==> src/rtl/i2c_pkg.sv <==
// Shared types for the single-byte I2C master: FSM states, SCL quarter phases
// and a small state classification helper.
package i2c_pkg;

    typedef enum logic [3:0] {
        ST_IDLE  = 4'd0,
        ST_START = 4'd1,
        ST_ADDR  = 4'd2,
        ST_AACK  = 4'd3,
        ST_WRITE = 4'd4,
        ST_DACK  = 4'd5,
        ST_READ  = 4'd6,
        ST_MNACK = 4'd7,
        ST_STOP  = 4'd8
    } state_t;

    typedef enum logic [1:0] {
        Q0 = 2'd0,
        Q1 = 2'd1,
        Q2 = 2'd2,
        Q3 = 2'd3
    } quarter_t;

    // States that move one bit per SCL period and use the bit counter.
    function automatic logic is_shift_state(input state_t s);
        return (s == ST_ADDR) || (s == ST_WRITE) || (s == ST_READ);
    endfunction

endpackage

==> src/rtl/i2c_phase_gen.sv <==
// Quarter-phase timebase for one SCL period, with slave clock-stretch hold
// while the master has released SCL in Q2 but the line is still low.
module i2c_phase_gen
    import i2c_pkg::*;
#(
    parameter int DIVIDER = 250,
    parameter int CBITS   = 10
)(
    input  logic     clk,
    input  logic     rst_n,
    input  logic     clr,
    input  logic     run,
    input  logic     scl_oe,
    input  logic     scl_in,
    output quarter_t quarter,
    output logic     q1_first,
    output logic     q3_first,
    output logic     wrap
);

    localparam logic [CBITS-1:0] CNT_ZERO = {CBITS{1'b0}};
    localparam logic [CBITS-1:0] CNT_ONE  = CBITS'(1);
    localparam logic [CBITS-1:0] Q1_START = CBITS'(DIVIDER);
    localparam logic [CBITS-1:0] Q2_START = CBITS'(2 * DIVIDER);
    localparam logic [CBITS-1:0] Q3_START = CBITS'(3 * DIVIDER);
    localparam logic [CBITS-1:0] CNT_LAST = CBITS'(4 * DIVIDER - 1);

    logic [CBITS-1:0] cnt_r;
    logic             hold_s;

    // Quarter decode from the phase count.
    always_comb begin
        if (cnt_r < Q1_START) begin
            quarter = Q0;
        end else if (cnt_r < Q2_START) begin
            quarter = Q1;
        end else if (cnt_r < Q3_START) begin
            quarter = Q2;
        end else begin
            quarter = Q3;
        end
    end

    assign hold_s   = run && (quarter == Q2) && !scl_oe && !scl_in;
    assign q1_first = run && (cnt_r == Q1_START);
    assign q3_first = run && (cnt_r == Q3_START);
    assign wrap     = run && !hold_s && (cnt_r == CNT_LAST);

    // Phase counter: cleared on accept, frozen while idle or stretched.
    always_ff @(posedge clk) begin
        if (!rst_n) begin
            cnt_r <= CNT_ZERO;
        end else if (clr) begin
            cnt_r <= CNT_ZERO;
        end else if (run && !hold_s) begin
            cnt_r <= (cnt_r == CNT_LAST) ? CNT_ZERO : cnt_r + CNT_ONE;
        end else begin
            cnt_r <= cnt_r;
        end
    end

endmodule

==> src/rtl/i2c_byte_sequencer.sv <==
// Single-byte I2C master: START, address, ACK, one data byte, ACK/NACK, STOP,
// on open-drain pads with registered output enables.
module i2c_byte_sequencer
    import i2c_pkg::*;
#(
    parameter int DIVIDER = 250,
    parameter int CBITS   = 10
)(
    input  logic       clk,
    input  logic       rst_n,
    input  logic       cmd_valid,
    output logic       cmd_ready,
    input  logic [6:0] cmd_addr,
    input  logic       cmd_rw,
    input  logic [7:0] cmd_wdata,
    output logic [7:0] rdata,
    output logic       ack_err,
    output logic       done,
    output logic       busy,
    input  logic       scl_in,
    input  logic       sda_in,
    output logic       scl_oe,
    output logic       sda_oe
);

    state_t     state_r;
    state_t     state_s;
    quarter_t   quarter_s;
    logic       q1_first_s;
    logic       q3_first_s;
    logic       wrap_s;
    logic       accept_s;
    logic       run_s;
    logic       low_phase_s;
    logic       high_phase_s;
    logic       last_bit_s;
    logic       done_s;
    logic       scl_oe_s;
    logic       sda_oe_s;
    logic       scl_oe_r;
    logic       sda_oe_r;
    logic       done_r;
    logic       ack_err_r;
    logic [7:0] rdata_r;
    logic [7:0] addr_byte_r;
    logic [7:0] wdata_r;
    logic [2:0] bit_cnt_r;

    assign cmd_ready    = (state_r == ST_IDLE);
    assign busy         = ~cmd_ready;
    assign accept_s     = cmd_valid && cmd_ready;
    assign run_s        = (state_r != ST_IDLE);
    assign low_phase_s  = (quarter_s == Q0) || (quarter_s == Q1);
    assign high_phase_s = ~low_phase_s;
    assign last_bit_s   = (bit_cnt_r == 3'd0);
    assign done_s       = (state_r == ST_STOP) && wrap_s;

    assign scl_oe  = scl_oe_r;
    assign sda_oe  = sda_oe_r;
    assign done    = done_r;
    assign ack_err = ack_err_r;
    assign rdata   = rdata_r;

    i2c_phase_gen #(
        .DIVIDER (DIVIDER),
        .CBITS   (CBITS)
    ) u_phase (
        .clk      (clk),
        .rst_n    (rst_n),
        .clr      (accept_s),
        .run      (run_s),
        .scl_oe   (scl_oe_r),
        .scl_in   (scl_in),
        .quarter  (quarter_s),
        .q1_first (q1_first_s),
        .q3_first (q3_first_s),
        .wrap     (wrap_s)
    );

    // Next-state logic; every transition out of a busy state happens at a period wrap.
    always_comb begin
        state_s = state_r;
        case (state_r)
            ST_IDLE:  state_s = accept_s ? ST_START : ST_IDLE;
            ST_START: state_s = wrap_s ? ST_ADDR : ST_START;
            ST_ADDR:  state_s = (wrap_s && last_bit_s) ? ST_AACK : ST_ADDR;
            ST_AACK: begin
                if (!wrap_s) begin
                    state_s = ST_AACK;
                end else if (ack_err_r) begin
                    state_s = ST_STOP;
                end else begin
                    state_s = addr_byte_r[0] ? ST_READ : ST_WRITE;
                end
            end
            ST_WRITE: state_s = (wrap_s && last_bit_s) ? ST_DACK : ST_WRITE;
            ST_DACK:  state_s = wrap_s ? ST_STOP : ST_DACK;
            ST_READ:  state_s = (wrap_s && last_bit_s) ? ST_MNACK : ST_READ;
            ST_MNACK: state_s = wrap_s ? ST_STOP : ST_MNACK;
            ST_STOP:  state_s = wrap_s ? ST_IDLE : ST_STOP;
            default:  state_s = ST_IDLE;
        endcase
    end

    // Pad targets; data-carrying states only move SDA at the start of Q1 while SCL is low.
    always_comb begin
        scl_oe_s = 1'b0;
        sda_oe_s = sda_oe_r;
        case (state_r)
            ST_IDLE: begin
                sda_oe_s = 1'b0;
            end
            ST_START: begin
                sda_oe_s = high_phase_s;
            end
            ST_ADDR: begin
                scl_oe_s = low_phase_s;
                if (q1_first_s) begin
                    sda_oe_s = ~addr_byte_r[bit_cnt_r];
                end else begin
                    sda_oe_s = sda_oe_r;
                end
            end
            ST_WRITE: begin
                scl_oe_s = low_phase_s;
                if (q1_first_s) begin
                    sda_oe_s = ~wdata_r[bit_cnt_r];
                end else begin
                    sda_oe_s = sda_oe_r;
                end
            end
            ST_AACK, ST_DACK, ST_READ, ST_MNACK: begin
                scl_oe_s = low_phase_s;
                if (q1_first_s) begin
                    sda_oe_s = 1'b0;
                end else begin
                    sda_oe_s = sda_oe_r;
                end
            end
            ST_STOP: begin
                scl_oe_s = low_phase_s;
                sda_oe_s = (quarter_s != Q3);
            end
            default: begin
                scl_oe_s = 1'b0;
                sda_oe_s = 1'b0;
            end
        endcase
    end

    // State and pad-enable registers; reset releases the bus on the next edge.
    always_ff @(posedge clk) begin
        if (!rst_n) begin
            state_r  <= ST_IDLE;
            scl_oe_r <= 1'b0;
            sda_oe_r <= 1'b0;
            done_r   <= 1'b0;
        end else begin
            state_r  <= state_s;
            scl_oe_r <= scl_oe_s;
            sda_oe_r <= sda_oe_s;
            done_r   <= done_s;
        end
    end

    // Command latch, bit counter and sampled results.
    always_ff @(posedge clk) begin
        if (!rst_n) begin
            addr_byte_r <= 8'h00;
            wdata_r     <= 8'h00;
            bit_cnt_r   <= 3'd7;
            ack_err_r   <= 1'b0;
            rdata_r     <= 8'h00;
        end else if (accept_s) begin
            addr_byte_r <= {cmd_addr, cmd_rw};
            wdata_r     <= cmd_wdata;
            bit_cnt_r   <= 3'd7;
            ack_err_r   <= 1'b0;
        end else begin
            // Decrementing past 0 lands on 7, which is the reload for the next byte.
            if (wrap_s && is_shift_state(state_r)) begin
                bit_cnt_r <= bit_cnt_r - 3'd1;
            end
            if (q3_first_s && ((state_r == ST_AACK) || (state_r == ST_DACK)) && sda_in) begin
                ack_err_r <= 1'b1;
            end
            if (q3_first_s && (state_r == ST_READ)) begin
                rdata_r <= {rdata_r[6:0], sda_in};
            end
        end
    end

endmodule

==> config.mk <==
export PLATFORM = sky130hd
export DESIGN_NAME = i2c_byte_sequencer
export DESIGN_NICKNAME = d
export VERILOG_FILES = /design/src/rtl/i2c_pkg.sv /design/src/rtl/i2c_phase_gen.sv /design/src/rtl/i2c_byte_sequencer.sv
export SDC_FILE = /design/constraint.sdc
export NUM_CORES = 1
export LEC_CHECK = 0
export ABC_CLOCK_PERIOD_IN_PS = 4200
export CORE_UTILIZATION = 40
export DETAILED_ROUTE_END_ITERATION = 8
export SYNTH_ARGS = -nofsm -noshare
export SYNTH_HDL_FRONTEND = slang
export SYNTH_SLANG_ARGS = --single-unit
==> constraint.sdc <==
create_clock -name clk -period 4.2 [get_ports clk]
set_input_delay 0.63 -clock clk [delete_from_list [all_inputs] [get_ports clk]]
set_output_delay 0.63 -clock clk [all_outputs]
set_load 0.02 [all_outputs]
# Word level (Yosys, flattened, before mapping)
# Cells that the tools add are included.
word_totals:
  output_inout_bits: 14
  input_bits: 21
  wordCells: 94
  register_bits: 45
op_classes:
  muxes: 24
  add_sub_neg: 2
  n_reduce_logical: 31
  eq_ne: 17
  n_lt_le_gt_ge: 4
  bitwise_logic: 6
op_table:
  columns: ["operator", "count"]
  rows:
  - ["one-hot mux 4 bit (9 select lines)", 1]
  - ["== test 10 bit, second input constant", 2]
  - ["2-to-1 mux 4 bit", 5]
  - ["== test 4 x 3 -> 1 bit, second input constant", 4]
  - ["logical AND 1 bit", 14]
  - ["adder 10 x 1 -> 10 bit, second input constant", 1]
  - ["== test 10 x 8 -> 1 bit, second input constant", 1]
  - ["less-than comparator 10 bit, second input constant", 1]
  - ["less-than comparator 10 x 8 -> 1 bit, second input constant", 1]
  - ["less-than comparator 10 x 9 -> 1 bit, second input constant", 1]
  - ["2-to-1 mux 1 bit", 10]
  - ["2-to-1 mux 10 bit", 1]
  - ["== test 4 x 2 -> 1 bit, second input constant", 2]
  - ["2-to-1 mux 2 bit", 4]
  - ["!= test 2 bit, second input constant", 4]
  - ["OR reduction 7 bit", 1]
  - ["binary-select mux 1 bit (select 3 bit)", 2]
  - ["inverter 1 bit", 6]
  - ["one-hot mux 1 bit (5 select lines)", 1]
  - ["== test 4 x 1 -> 1 bit, second input constant", 1]
  - ["== test 4 bit, second input constant", 1]
  - ["zero test 4 bit", 1]
  - ["logical OR 1 bit", 4]
  - ["less-than comparator 3 x 4 -> 1 bit, second input constant", 1]
  - ["11 further kinds", 14]

# Logic depth before layout (Yosys ltp)
depth:
  ltp_word: 14
  ltp_mapped: 9
  depth_no_buf: 7

# Cells and area by module
# Synthesis repeated with hierarchy kept, for this count alone.
unflattened:
  hier_cells: 271
  area_unflattened_um2: 2416.1
by_module_without_submodules:
  columns: ["mod", "n_inst", "cells_each", "seq_area_each_um2", "area_per_inst_um2"]
  rows:
  - ["i2c_byte_sequencer", 1, 177, 700.7, 1665.3]
  - ["i2c_phase_gen", 1, 94, 200.2, 750.7]

# Worst setup path after synthesis
# Ideal clock, no wire load.
synth_timing:
  path_kind: "in2reg"
  startpoint: "in scl_in"
  endpoint: "reg u_phase.cnt_r[0]"
  t_required_ns: 4.082
  setup_time_ns: 0.118
  setup_slack_ns: 2.579
  path_buffers: 0
  path_stages: 5
  arrival_ns: 1.503
  cell_sequence: "nor4b_1 -> o211ai_2 -> and2_1 -> xnor2_1 -> nor2_1"
synth_between:
  elab_chain_len: 4
synth_rtl:
  columns: ["element", "line", "text"]
  rows:
  - ["start: declaration", "i2c_byte_sequencer.sv:20", "input logic scl_in,"]
  - ["zero test 1 bit", "i2c_phase_gen.sv:44", "assign hold_s = run && (quarter == Q2) && !scl_oe && !scl_in;"]
  - ["logical AND 1 bit", "i2c_phase_gen.sv:44", null]
  - ["zero test 1 bit", "i2c_phase_gen.sv:55", "end else if (run && !hold_s) begin"]
  - ["logical AND 1 bit", "i2c_phase_gen.sv:55", null]
  - ["end signal: assignment", "i2c_phase_gen.sv:56", "cnt_r <= (cnt_r == CNT_LAST) ? CNT_ZERO : cnt_r + CNT_ONE;"]
  - ["end signal: assignment", "i2c_phase_gen.sv:58", "cnt_r <= cnt_r;"]
  - ["end: declaration", "i2c_phase_gen.sv:28", "logic [CBITS-1:0] cnt_r;"]
# Every way passes these cells.
# A chain may end at the register's enable or synchronous reset.

# Final worst setup path
layout_timing:
  startpoint: "reg state_r[1]"
  endpoint: "out cmd_ready"
layout_between:
  elab_chain_len: 1
layout_rtl:
  columns: ["element", "line", "text"]
  rows:
  - ["start: declaration", "i2c_byte_sequencer.sv:26", "state_t state_r;"]
  - ["start signal: assignment", "i2c_byte_sequencer.sv:159", "state_r <= state_s;"]
  - ["zero test 4 bit", "i2c_byte_sequencer.sv:49", "assign cmd_ready = (state_r == ST_IDLE);"]
  - ["end: declaration", "i2c_byte_sequencer.sv:12", "output logic cmd_ready,"]
# Every way passes these cells.

==> results.md <==
* HP Class: reg -> reg
* Max Root-Sink Buffers at 2
* Initial Util at 0.414
* H-tree depth at 2
* Synthesized net count at 275
* Most used DFF post-synth: dfxtp_1
* Slew margin rel. at 0.574
* Final Wtd Congestion at 0.827
* First DRT Iteration DRCs at 93
* Setup Skew at 0.00765 ns
* Min Tclk post-route at 2.41 ns
* Yosys reg bits at 45
* Clk sinks at 45
* Overflow after GRT at 0
* Synth-to-layout area growth at 19.4%
* I/O pins at 35
* HPWL Detailed at 3.33 mm
* Port buffer count at 34
* Ant diodes at 0
* Final setup fails at 0
* Syn Std Cell Area at 2260 µm²
* Syn Area/Cell at 9.06 µm²
* Max-slew violation count at 0
* Routed WL at 4.56 mm
* Fin Setup TNS at 0 ns
* Final net count at 302
* Overall routing resource usage at 0.171
* Hold Fails Final Rpt at 0
* Hold_buf cts at 0
* Die width at 77.2 µm
* Worst Tran Pin Value at 0.638 ns
* Leakage power at 0.00104 µW
* Ratio of total power to cell area at 289 nW/µm²
* Share of layout cells above drive strength 1 at 0.0791
* Mapped Cells at 250
* Number of global-route vias before repair at 1733
* Drt first pass iters at 4
* Pwr Total at 781 µW
* Synth unique cells at 51
* Max Freq at 414 MHz
* Total CTS buffers at 5
* Area of the core at 5470 µm²
* WP data arrival at 1.78 ns
* CP Max Fanout at 9
* DIE AREA at 5970 µm²
* Root buf cell: clkbuf_8
* MaxCap Viol Count at 0
* Via density per instance at 5.07
* Max VDD drop at 0.148 mV
* Critical path type: reg -> out
* CTS tree: yes
* Yosys warning count at 0
* First-pass GRT wire length at 8.15 mm
* Post-route ant nets at 0
* Initial antenna violation count at 0
* Worst-skew pair later-pin latency at 0.29 ns
* RSZ-0062 raised after global routing: no
* Async SR Flop Fraction at 0
* Register area share after synthesis at 0.398
* WP data required at 3.57 ns
* Worst Setup Start Kind: flip-flop
* Via Count at 1776
* Critical Path Sink Type: output port
* Final period util at 0.575
* Final std cells w/o fill at 350
* Row Count at 27
* Worst-path clk slew at 0.08 ns
* Placed cell count at 342
* CTS resizes at 0
* Die H at 77.2 µm
* Post-synth EDFFs at 0
* Pin count of the biggest net entering global routing at 22
* Setup Fix Bufs, Post-CTS at 0
* WL/cell at 13.0 µm
* DR DRC count at 0
* Status: completed
cell usage after synthesis, types with 2 or more instances:
library cell	n	share of area
a21boi_0	7	0.023
a21boi_1	9	0.030
a21oi_1	8	0.018
and2_1	2	0.0055
and3_1	6	0.017
and4_1	3	0.012
buf_2	8	0.018
clkbuf_1	3	0.0050
dfxtp_1	45	0.40
ha_1	4	0.022
inv_1	4	0.0066
mux2i_1	11	0.049
mux4_2	4	0.040
nand2_1	42	0.070
nand2b_1	4	0.011
nand3_1	13	0.029
nand3_2	3	0.013
nand3b_1	2	0.0066
nand4_1	2	0.0055
nor2_1	19	0.031
nor2b_1	8	0.022
nor4b_1	2	0.0077
o21ai_0	3	0.0066
o22ai_1	2	0.0055
or3_1	2	0.0055
or4_1	2	0.0066
xnor2_1	2	0.0077
xor2_1	7	0.027
power by group:
part / internal (µW) / switching, µW
logic: 39.9 / 38.1
registers: 438 / 8.24
clock network: 118 / 139
per-stage QoR:
stage                     utilization  hold slack, ns  instance area (µm²)  setup WS, ns
after CTS                       0.494           0.455                 2700          1.77
after global routing            0.494           0.467                 2700          1.65
final                           0.494           0.454                 2700          1.79
after detailed placement        0.479           0.444                 2620          1.75
after floorplan                     -           0.432                 2260          2.58
after global placement          0.479           0.440                 2620          1.74
logic make-up (layout without fill, tap and decap cells):
logic type,Yosys count,after routing,synth area share
XOR/XNOR,9,9,0.0348
adder cells (fa/ha/maj),4,4,0.0221
multiplexers,16,16,0.0934
flip-flops,45,45,0.398
buffers and inverters,20,48,0.0442
AO/OA/AOI/OAI,38,38,0.127
AND/OR/NAND/NOR,118,118,0.281
layout make-up:
cell class                 count  area, µm²
clock buffer                   8       80.1
fill                         536       2770
inverter                       5       21.3
multi-input combinational    185       1260
sequential                    45        901
tap                           72       90.1
timing repair buffer          35        348
critical path, cell delays in order, from the launching register on:
cell	delay, ns
dfxtp_1	0.41
nor3_4	0.28
nand2_4	0.09
inv_4	0.10
clkdlybuf4s50_1	0.61
state kept, by name, indices dropped and copies added (netlist names):
register and count:
scl_oe 1, addr_byte_r 8, wdata_r 8, u_phase.cnt_r 10, sda_oe 1, bit_cnt_r 3
state_r 4, rdata 8, done 1, ack_err 1
path summary, 6_finish.rpt:
kind                                      from               end  slack [ns]  cells after the start
worst max-delay path                state_r[1]         cmd_ready        1.79                      4
worst min-delay path            addr_byte_r[6]    addr_byte_r[6]        0.45                      2
worst max register to register      state_r[1]  u_phase.cnt_r[6]        2.12                      7
worst min register to register  addr_byte_r[6]    addr_byte_r[6]        0.45                      2
routing by layer:
| metal | GRT usage | wire length (µm) | vias up |
|---|---|---|---|
| li1 | - | - | 921 |
| met1 | 0.229 | 2270 | 815 |
| met2 | 0.266 | 2090 | 31 |
| met3 | 0.0393 | 124 | 9 |
| met4 | 0.0604 | 70 | 0 |
| met5 | 0 | 0 | - |
cell usage in the layout, fill, tap and decap left out, types with 2 or more instances in the layout:
master	n
nand3_1	13
xnor2_1	2
xor2_1	7
nor4b_1	2
and4_1	3
nor2_1	19
and3_1	6
clkbuf_1	3
mux2i_1	11
o22ai_1	2
a21boi_0	7
a21boi_1	9
mux4_2	4
dfxtp_1	45
clkdlybuf4s50_1	34
ha_1	4
or3_1	2
clkbuf_8	5
nand3_2	3
o21ai_0	3
nand2b_1	4
inv_1	4
a21oi_1	8
nor2b_1	8
nand2_1	42
nand3b_1	2
nand4_1	2
or4_1	2
and2_1	2
Note: power is estimated with default switching activity, not from simulation.
